### src/rtl/leaf_user_pkg.sv
// Shared constants and types for the per-port leaf user-side adapters.
package leaf_user_pkg;

  localparam int PAYLOAD_BITS_DEFAULT = 32;
  localparam int NUM_PORT_MAX         = 7;

  typedef logic [PAYLOAD_BITS_DEFAULT-1:0] payload_t;

endpackage

### src/rtl/leaf_user_sync_fifo.sv
// Single-clock FIFO with a registered read-data port; the read register doubles
// as the holding register for the word currently presented downstream.
module leaf_user_sync_fifo #(
  parameter int WIDTH      = 32,
  parameter int DEPTH_BITS = 3
) (
  input  logic                  clk_i,
  input  logic                  rst_i,
  input  logic                  wr_en_i,
  input  logic [WIDTH-1:0]      wr_data_i,
  input  logic                  rd_en_i,
  output logic [WIDTH-1:0]      rd_data_o,
  output logic                  full_o,
  output logic                  empty_o,
  output logic [DEPTH_BITS:0]   count_o
);

  localparam int DEPTH = 1 << DEPTH_BITS;
  localparam logic [DEPTH_BITS:0] DEPTH_W = (DEPTH_BITS+1)'(DEPTH);

  logic [WIDTH-1:0]      mem_q [DEPTH];
  logic [DEPTH_BITS-1:0] wr_ptr_q;
  logic [DEPTH_BITS-1:0] rd_ptr_q;
  logic [DEPTH_BITS:0]   count_q;
  logic [WIDTH-1:0]      rd_data_q;
  logic                  rd_fire;

  assign full_o    = (count_q == DEPTH_W);
  assign empty_o   = (count_q == '0);
  assign count_o   = count_q;
  assign rd_data_o = rd_data_q;
  assign rd_fire   = rd_en_i & ~empty_o;

  always_ff @(posedge clk_i) begin
    if (wr_en_i) mem_q[wr_ptr_q] <= wr_data_i;
  end

  // Pointers wrap naturally because the depth is a power of two.
  always_ff @(posedge clk_i or posedge rst_i) begin
    if (rst_i) begin
      wr_ptr_q  <= '0;
      rd_ptr_q  <= '0;
      count_q   <= '0;
      rd_data_q <= '0;
    end else begin
      if (wr_en_i) wr_ptr_q <= wr_ptr_q + 1'b1;
      if (rd_fire) begin
        rd_ptr_q  <= rd_ptr_q + 1'b1;
        rd_data_q <= mem_q[rd_ptr_q];
      end
      case ({wr_en_i, rd_fire})
        2'b10:   count_q <= count_q + 1'b1;
        2'b01:   count_q <= count_q - 1'b1;
        default: count_q <= count_q;
      endcase
    end
  end

endmodule

### src/rtl/leaf_user_in_adapter.sv
// Input adapter: leaf interface vld/ack channel into a kernel ready/valid stream,
// with credit-limited ack generation and a saturating delivered-word counter.
module leaf_user_in_adapter
  import leaf_user_pkg::*;
#(
  parameter int PAYLOAD_BITS = PAYLOAD_BITS_DEFAULT,
  parameter int DEPTH_BITS   = 3,
  parameter int CNT_BITS     = 32
) (
  input  logic                    clk_user,
  input  logic                    reset,
  input  logic [PAYLOAD_BITS-1:0] dout_leaf_interface2user,
  input  logic                    vld_interface2user,
  output logic                    ack_user2interface,
  output logic [PAYLOAD_BITS-1:0] m_tdata,
  output logic                    m_tvalid,
  input  logic                    m_tready,
  output logic [DEPTH_BITS:0]     occupancy,
  output logic [CNT_BITS-1:0]     word_cnt
);

  localparam int DEPTH = 1 << DEPTH_BITS;
  localparam logic [DEPTH_BITS+1:0] CAPACITY = (DEPTH_BITS+2)'(DEPTH + 1);

  logic                  ack_q, ack_d;
  logic                  tvalid_q, tvalid_d;
  logic [CNT_BITS-1:0]   cnt_q, cnt_d;
  logic                  wr_en, rd_en, out_hs, out_free;
  logic                  fifo_full, fifo_empty;
  logic [DEPTH_BITS:0]   fifo_count;
  logic [DEPTH_BITS+1:0] committed;
  logic                  space_ok;

  assign wr_en    = ack_q & vld_interface2user;
  assign out_hs   = tvalid_q & m_tready;
  assign out_free = ~tvalid_q | m_tready;
  assign rd_en    = out_free & ~fifo_empty;

  // Capacity counts the FIFO plus the output register; an ack in flight
  // already owns a slot.
  assign occupancy = fifo_count + {{DEPTH_BITS{1'b0}}, tvalid_q};
  assign committed = {1'b0, occupancy} + {{(DEPTH_BITS+1){1'b0}}, ack_q};
  assign space_ok  = (committed < CAPACITY);

  leaf_user_sync_fifo #(
    .WIDTH      (PAYLOAD_BITS),
    .DEPTH_BITS (DEPTH_BITS)
  ) u_fifo (
    .clk_i     (clk_user),
    .rst_i     (reset),
    .wr_en_i   (wr_en),
    .wr_data_i (dout_leaf_interface2user),
    .rd_en_i   (rd_en),
    .rd_data_o (m_tdata),
    .full_o    (fifo_full),
    .empty_o   (fifo_empty),
    .count_o   (fifo_count)
  );

  always_comb begin
    ack_d    = vld_interface2user & ~ack_q & space_ok;
    tvalid_d = tvalid_q;
    if (out_free) tvalid_d = ~fifo_empty;
    cnt_d = cnt_q;
    if (out_hs && (cnt_q != '1)) cnt_d = cnt_q + 1'b1;
  end

  always_ff @(posedge clk_user or posedge reset) begin
    if (reset) begin
      ack_q    <= 1'b0;
      tvalid_q <= 1'b0;
      cnt_q    <= '0;
    end else begin
      ack_q    <= ack_d;
      tvalid_q <= tvalid_d;
      cnt_q    <= cnt_d;
    end
  end

  always_ff @(posedge clk_user) begin
    if (!reset) assert (!(wr_en && fifo_full));
  end

  assign ack_user2interface = ack_q;
  assign m_tvalid           = tvalid_q;
  assign word_cnt           = cnt_q;

endmodule

### config.mk
export PLATFORM = sky130hd
export DESIGN_NAME = leaf_user_in_adapter
export DESIGN_NICKNAME = d
export VERILOG_FILES = /design/src/rtl/leaf_user_pkg.sv /design/src/rtl/leaf_user_sync_fifo.sv /design/src/rtl/leaf_user_in_adapter.sv
export SDC_FILE = /design/constraint.sdc
export NUM_CORES = 1
export LEC_CHECK = 0
export BUFFER_PORTS_ARGS = -buffer_cell sky130_fd_sc_hd__buf_2
export CORE_MARGIN = 2
export CORE_UTILIZATION = 60
export CTS_CLUSTER_DIAMETER = 30
export DETAILED_ROUTE_END_ITERATION = 10
export GPL_ROUTABILITY_DRIVEN = 0
export PLACE_DENSITY = 0.8
export SYNTH_ARGS = -nofsm -noshare
export SYNTH_HDL_FRONTEND = slang
export SYNTH_SLANG_ARGS = --single-unit
export TNS_END_PERCENT = 100
### constraint.sdc
create_clock -name clk_user -period 9.6 [get_ports clk_user]
set_input_delay 1.44 -clock clk_user [delete_from_list [all_inputs] [get_ports clk_user]]
set_output_delay 1.44 -clock clk_user [all_outputs]
set_load 0.05 [all_outputs]
==> metrics.txt, run 1 <==
Worst-Skew Late Latency 0.56 ns; slowest CP cell dfrtp_1; Hold Path Depth 1; Starting Density 0.613; Critical path buffers and inverters 1; filler cell count between 1,000 and 1,500; mapped cell area 12,900 µm²; Vias 7,026; H-tree depth 2; met2 Use GR 0.448; Final nets 882; worst r2r src u_fifo.rd_ptr_q[0]; Avg Cell Area, Syn 18.6 µm²; cell area power density between 300 and 400 nW/µm²; met3 Track Usage GR 0.0428; Routed Antenna Nets 0; Seq cells post-synth 332; initial antenna violation count 2; Die Area 22,700 µm²; status finished clean; vias in the first global route about 7,400; most frequent cell on the critical path ha_1; Root Buffer clkbuf_16; worst reg2reg setup slack just under 7 ns; Setup crit start kind flop; Hold Startpoint word_cnt[11]; busiest grt layer met2; GR Overflow Total 0; top-count cell post-synth edfxtp_1; final setup violation count 0; share of layout cells above drive strength 1 0.332; number of distinct library cells after synthesis 39; Sink Count around 330; port bufs between 100 and 150; Synth Instances 696; CTS resizes 0; Min-Delay Path Class flop to flop; final clock skew between 0.02 and 0.025 ns; TritonCTS buffer count 52; Die W between 150 and 200 µm; Via density just over 6; data arrival time of the critical path 2.00 ns; number of remaining DRC errors 0; top cell type's share of synthesized area 0.594; Synth area leaders edfxtp_1, dfrtp_1, mux4_2, mux2i_1, xor2_1; Tot Pwr 5.17 mW; chip height 151 µm; Ports roughly 110; worst-case reg-to-reg path depth 4; maxcap violations 0; CTS tree built; DRT iter0 DRCs between 500 and 600; crit-path cells ha_1 > ha_1 > xor2_1 > buf_2; Hold EP word_cnt[11]; Fin. Hold Viols 0; Routed WL 27.9 mm; Leak Pwr about 6 nW; Seq/Total Area, Yosys 0.741; largest net degree at the start of global routing 77; asr flop ratio synth 0.229; first-pass GRT wire length around 43 mm; Slew Limit Headroom 0.163; row cnt 53; setup repair after global routing missed its margin no; Final Max Tran Viols 0; CTS Hold Buffers Added 0; core box area 21,100 µm²; Area growth syn-to-layout 21.2%; 1st-pass router iterations 4; CP Class flop to output port; Synth Flop Type edfxtp_1; CP top delay family flip-flops; warnings from Yosys 0; VDD IR max roughly 0.24 mV; dpl hpwl 14.5 mm; CP peak stage delay 0.46 ns; Min Clock Period, post-route around 3.4 ns; count of flip-flops with a built-in enable after synthesis 256; WL per Instance 24.2 µm; GR Util met1 0.326; gr usage total 0.256; post-CTS setup buffer count 0; Peak Freq a little under 0.3 GHz; TNS Setup 0 ns; crit-path max FO 6; Synth top cells by count edfxtp_1, dfrtp_1, mux4_2; clk slew on worst S/H paths 0.05 ns; CP required slightly above 8 ns; post-synthesis net count 743; Clock Tree Buf Depth 3; crit end category output port; post-synth top area cell edfxtp_1; Tightest Pin Transition 1.25 ns; final period utilization 0.358; r2r endpoint u_fifo.rd_data_o[14]
[how the worst max path moves through the flow]
stage | from | end | slack [ns] | cells past startpoint
floorplan | vld_interface2user | u_fifo.mem_q[0][0] | 5.06 | 3
global placement | vld_interface2user | u_fifo.mem_q[2][13] | 6.27 | 4
detailed placement | vld_interface2user | u_fifo.mem_q[2][12] | 6.19 | 4
CTS | m_tvalid | occupancy[2] | 6.15 | 4
global route | m_tvalid | occupancy[2] | 6.07 | 4
finish | m_tvalid | occupancy[2] | 6.16 | 4
[report_power, final]
part	switching, mW	leakage, nW	internal [mW]	total, mW
clock network	0.682	0.903	1.26	1.94
logic	0.814	1.75	0.507	1.32
registers	0.192	3.23	1.72	1.91
total	1.69	5.88	3.48	5.17
[area by class of cell]
type	count	area, µm²	area share
antenna	2	5.00	0.000319
clock buffer	59	1380	0.0880
clock inverter	39	464	0.0296
inverter	9	35.0	0.00224
multi-input combinational	327	3260	0.208
sequential	332	9600	0.612
tap	275	344	0.0220
timing repair buffer	113	586	0.0374
[metal layers]
layer  up-vias  part of all wire
met1      3643              0.39
met4         0             0.023
li1       3037                 -
met2       293              0.53
met5         -                 0
met3        53             0.058
[through the flow]
| step | setup slack [ns] | hold WS [ns] | area (µm²) | std cells | utilization |
|---|---|---|---|---|---|
| 6_report | 6.16 | 0.499 | 15700 | 1156 | 0.743 |
| 5_1_grt | 6.07 | 0.533 | 15700 | 1155 | 0.743 |
| 4_1_cts | 6.15 | 0.501 | 15700 | 1154 | 0.743 |
| 3_5_place_dp | 6.19 | 0.492 | 13800 | 1056 | 0.655 |
| 3_3_place_gp | 6.27 | 0.477 | 13800 | 1056 | 0.655 |
| 2_1_floorplan | 5.06 | 0.482 | 12900 | 696 | - |
[sequential cells by signal (all words and copies together) (netlist names)]
register and count:
ack_user2interface 1, m_tvalid 1, u_fifo.count_o 4, u_fifo.mem_q 256, u_fifo.rd_data_o 32, u_fifo.rd_ptr_q 3, u_fifo.wr_ptr_q 3, word_cnt 32
[cell families (layout without fill, tap and decap cells)]
family          after synthesis  count (layout)  synth area share
flops                       332             332             0.741
simple gates                134             134            0.0524
mux                         100             100             0.140
compound gates               43              43            0.0174
xor+xnor                     39              39            0.0264
buf+inv                      37             220            0.0115
fa+ha+maj                    11              11            0.0112
other cells                   0               2                 0
[worst reg2reg max path, cell delays in order, from the launching register on]
cell	delay (ns)
dfrtp_4	0.75
buf_4	0.80
mux4_2	0.66
mux2i_1	0.30
a21oi_1	0.13
[placed cells by master, fill, tap and decap left out, drive strengths merged, types with 2 or more instances in the layout]
cell / netlist / layout
a21oi: 37 / 37
and3: 4 / 4
and4: 3 / 3
buf: 14 / 113
bufinv: 0 / 8
clkbuf: 14 / 59
clkinv: 0 / 19
clkinvlp: 0 / 3
dfrtp: 76 / 76
diode: 0 / 2
edfxtp: 256 / 256
ha: 10 / 10
inv: 9 / 18
mux2: 3 / 3
mux2i: 33 / 33
mux4: 64 / 64
nand2: 20 / 20
nand2b: 3 / 3
nand3: 14 / 14
nand4: 9 / 9
nor2: 50 / 50
nor3: 14 / 14
nor4: 7 / 7
o21ai: 2 / 2
or2: 2 / 2
or3: 3 / 3
xnor2: 12 / 12
xor2: 27 / 27
Power figures use the tool's default switching activity.
==> run 2: changes to the inputs <==
--- a/config.mk
+++ b/config.mk
@@ -7,11 +7,11 @@
 export LEC_CHECK = 0
 export BUFFER_PORTS_ARGS = -buffer_cell sky130_fd_sc_hd__buf_2
 export CORE_MARGIN = 2
-export CORE_UTILIZATION = 60
+export CORE_UTILIZATION = 59
 export CTS_CLUSTER_DIAMETER = 30
 export DETAILED_ROUTE_END_ITERATION = 10
 export GPL_ROUTABILITY_DRIVEN = 0
-export PLACE_DENSITY = 0.8
+export PLACE_DENSITY = 0.79
 export SYNTH_ARGS = -nofsm -noshare
 export SYNTH_HDL_FRONTEND = slang
 export SYNTH_SLANG_ARGS = --single-unit
==> constraint.sdc (replaced) <==
create_clock -name clk_user -period 3.5 [get_ports clk_user]
set_input_delay 0.525 -clock clk_user [delete_from_list [all_inputs] [get_ports clk_user]]
set_output_delay 0.525 -clock clk_user [all_outputs]
set_load 0.05 [all_outputs]
==> run 2 against run 1 <==
  * Routed wire length shrank 4.6%
  * Die area grew 1.7%
  * Clock power grew to 2.7 times the previous value
  * Clock skew shrank 0.012 ns
  * Sequential share of layout area shrank 0.46 points
  * Clock-buffer cell count grew 7
  * Non-clock buffer count grew 9
  * Global-route usage shrank 2.0 points
  * Register-to-register slack lost 5.7 ns
  * Largest cell class unchanged
==> metrics.txt, run 2 (synthesis gave the netlist of run 1 again) <==
status finished clean; clk slew on worst S/H paths 0.05 ns (about the same); design area 15,800 µm² (+0.76%); crit end category output port; Min Clock Period, post-route 2.57 ns; clock power share 0.373 (-0.002); Flop pwr share 0.369 (about the same); Final Core Density 0.728 (-0.0151); first-pass GRT wire length 41.9 mm (-1.9%); TNS Setup 0 ns (unchanged); CTS resizes 0 (unchanged); WL per Instance 22.7 µm (-5.9%); commonest non-fill, non-tap cell in the layout edfxtp_1; Sink Count 332 (unchanged); Fin. Hold Viols 0 (unchanged); number of remaining DRC errors 0 (unchanged); internal power 9.63 mW (+180%); r2r endpoint u_fifo.count_o[3]; most frequent cells in the layout edfxtp_1, buf_2, dfrtp_1; Die W 152 µm (+0.82%); 1st-pass router iterations 5 (+1); Vias 7,000 (-0.37%); CTS Hold Buffers Added 0 (unchanged); gr usage total 0.236 (-0.0197); crit-path max FO 6 (unchanged); port bufs 105 (unchanged); CP required 2.97 ns (-5.19 ns); largest net degree at the start of global routing 68 (-12%); Min-Delay Path Class input port to asynchronous set/reset pin; setup ws final 0.930 ns (-5.23 ns); vias in the first global route 7,533 (+1.9%); Clock Tree Buf Depth 3 (unchanged); Area growth syn-to-layout 22.1%; placed inst area 13,900 µm² (+0.90%); post-CTS setup buffer count 0 (unchanged); VDD IR max 0.617 mV (+160%); DRT iter0 DRCs 500 (-12%); share of layout cells above drive strength 1 0.330 (-0.00223); slowest CP cell dfrtp_1; worst-case reg-to-reg path depth 9 (+5); cell area power density 896 nW/µm² (+170%); Biggest register u_fifo.mem_q; start point of the critical path m_tvalid; Setup crit start kind flop; Tightest Pin Transition 1.19 ns (-0.0676 ns); most frequent cell on the critical path ha_1; Critical path buffers and inverters 1 (unchanged); worst slack at placement 1.12 ns (-5.08 ns); CP Depth 4 (unchanged); worst setup path end occupancy[2]; data arrival time of the critical path 2.05 ns (+0.05 ns); Starting Density 0.596 (-0.0170); final clock skew 0.0112 ns (-0.0121 ns); Final Max Tran Viols 0 (unchanged); Largest register FFs 256 (unchanged); Worst-Skew Late Latency 0.55 ns (about the same); worst reg2reg setup slack 1.06 ns (-5.74 ns); Net Sw Power 4.52 mW (+170%); crit-path cells ha_1 > ha_1 > xor2_1 > buf_2; CTS tree built; CP peak stage delay 0.46 ns (about the same); core box area 21,700 µm² (+2.8%); row cnt 54 (+1.9%); Combinational Power Share 0.258 (+0.003); Leak Pwr 5.92 nW (+0.66%); Sw Ratio 0.320 (-0.00685); final period utilization 0.734; maxcap violations 0 (unchanged); worst r2r src u_fifo.count_o[0]; CP top delay family flip-flops; Routed WL 26.7 mm (-4.6%); CP Class flop to output port; Peak Freq 0.389 GHz; Final nets 894 (+1.4%); Die Area 23,100 µm² (+1.7%); Slew Limit Headroom 0.210 (+0.0471); dpl hpwl 15.2 mm (+4.8%); setup repair after global routing missed its margin no; Root Buffer clkbuf_16; GR Overflow Total 0 (unchanged); Ports 106 (unchanged); chip height 152 µm (+0.82%); Tot Pwr 14.1 mW (+170%); H-tree depth 2 (unchanged); Via density 5.97 (-1.7%); TritonCTS buffer count 55 (+5.8%); Routed Antenna Nets 0 (unchanged); initial antenna violation count 1 (-1); final setup violation count 0 (unchanged)
==> run 2: worst min path at each step <==
stage / start / end / slack, ns
after floorplan: u_fifo.count_o[3] / u_fifo.count_o[3] / 0.48
after global placement: word_cnt[11] / word_cnt[11] / 0.48
after detailed placement: word_cnt[11] / word_cnt[11] / 0.48
after CTS: reset / u_fifo.count_o[3] / 0.09
after global routing: reset / u_fifo.count_o[3] / 0.12
final: reset / u_fifo.count_o[1] / 0.08
==> run 2: layer usage <==
layer	GRT usage	wire length, µm
met1	0.292	10100
met2	0.415	14000
met3	0.0499	1760
met4	0.0863	749
met5	0	0
==> run 2: stage by stage <==
step                cells  hold slack (ns)
CTS                  1171           0.0859
floorplan             696            0.482
finish               1172           0.0756
global route         1171            0.117
detailed placement   1070            0.483
global placement     1070            0.483
==> run 2: final cells by class <==
class	instances	area, µm²
Sequential cell	332	9600
Fill cell	1248	5900
Multi-Input combinational cell	327	3270
Clock buffer	66	1430
Timing Repair Buffer	122	691
Clock inverter	35	413
Tap cell	280	350
Inverter	9	35.0
Antenna cell	1	2.50
==> run 2: power groups by stage <==
stage,Sequential [mW],Combinational (mW),Clock [mW]
after floorplan,5.79,2.18,0
after detailed placement,5.29,3.65,0
after global placement,5.25,3.55,0
after global routing,5.29,3.90,5.52
after CTS,5.23,3.70,5.34
final,5.23,3.65,5.27
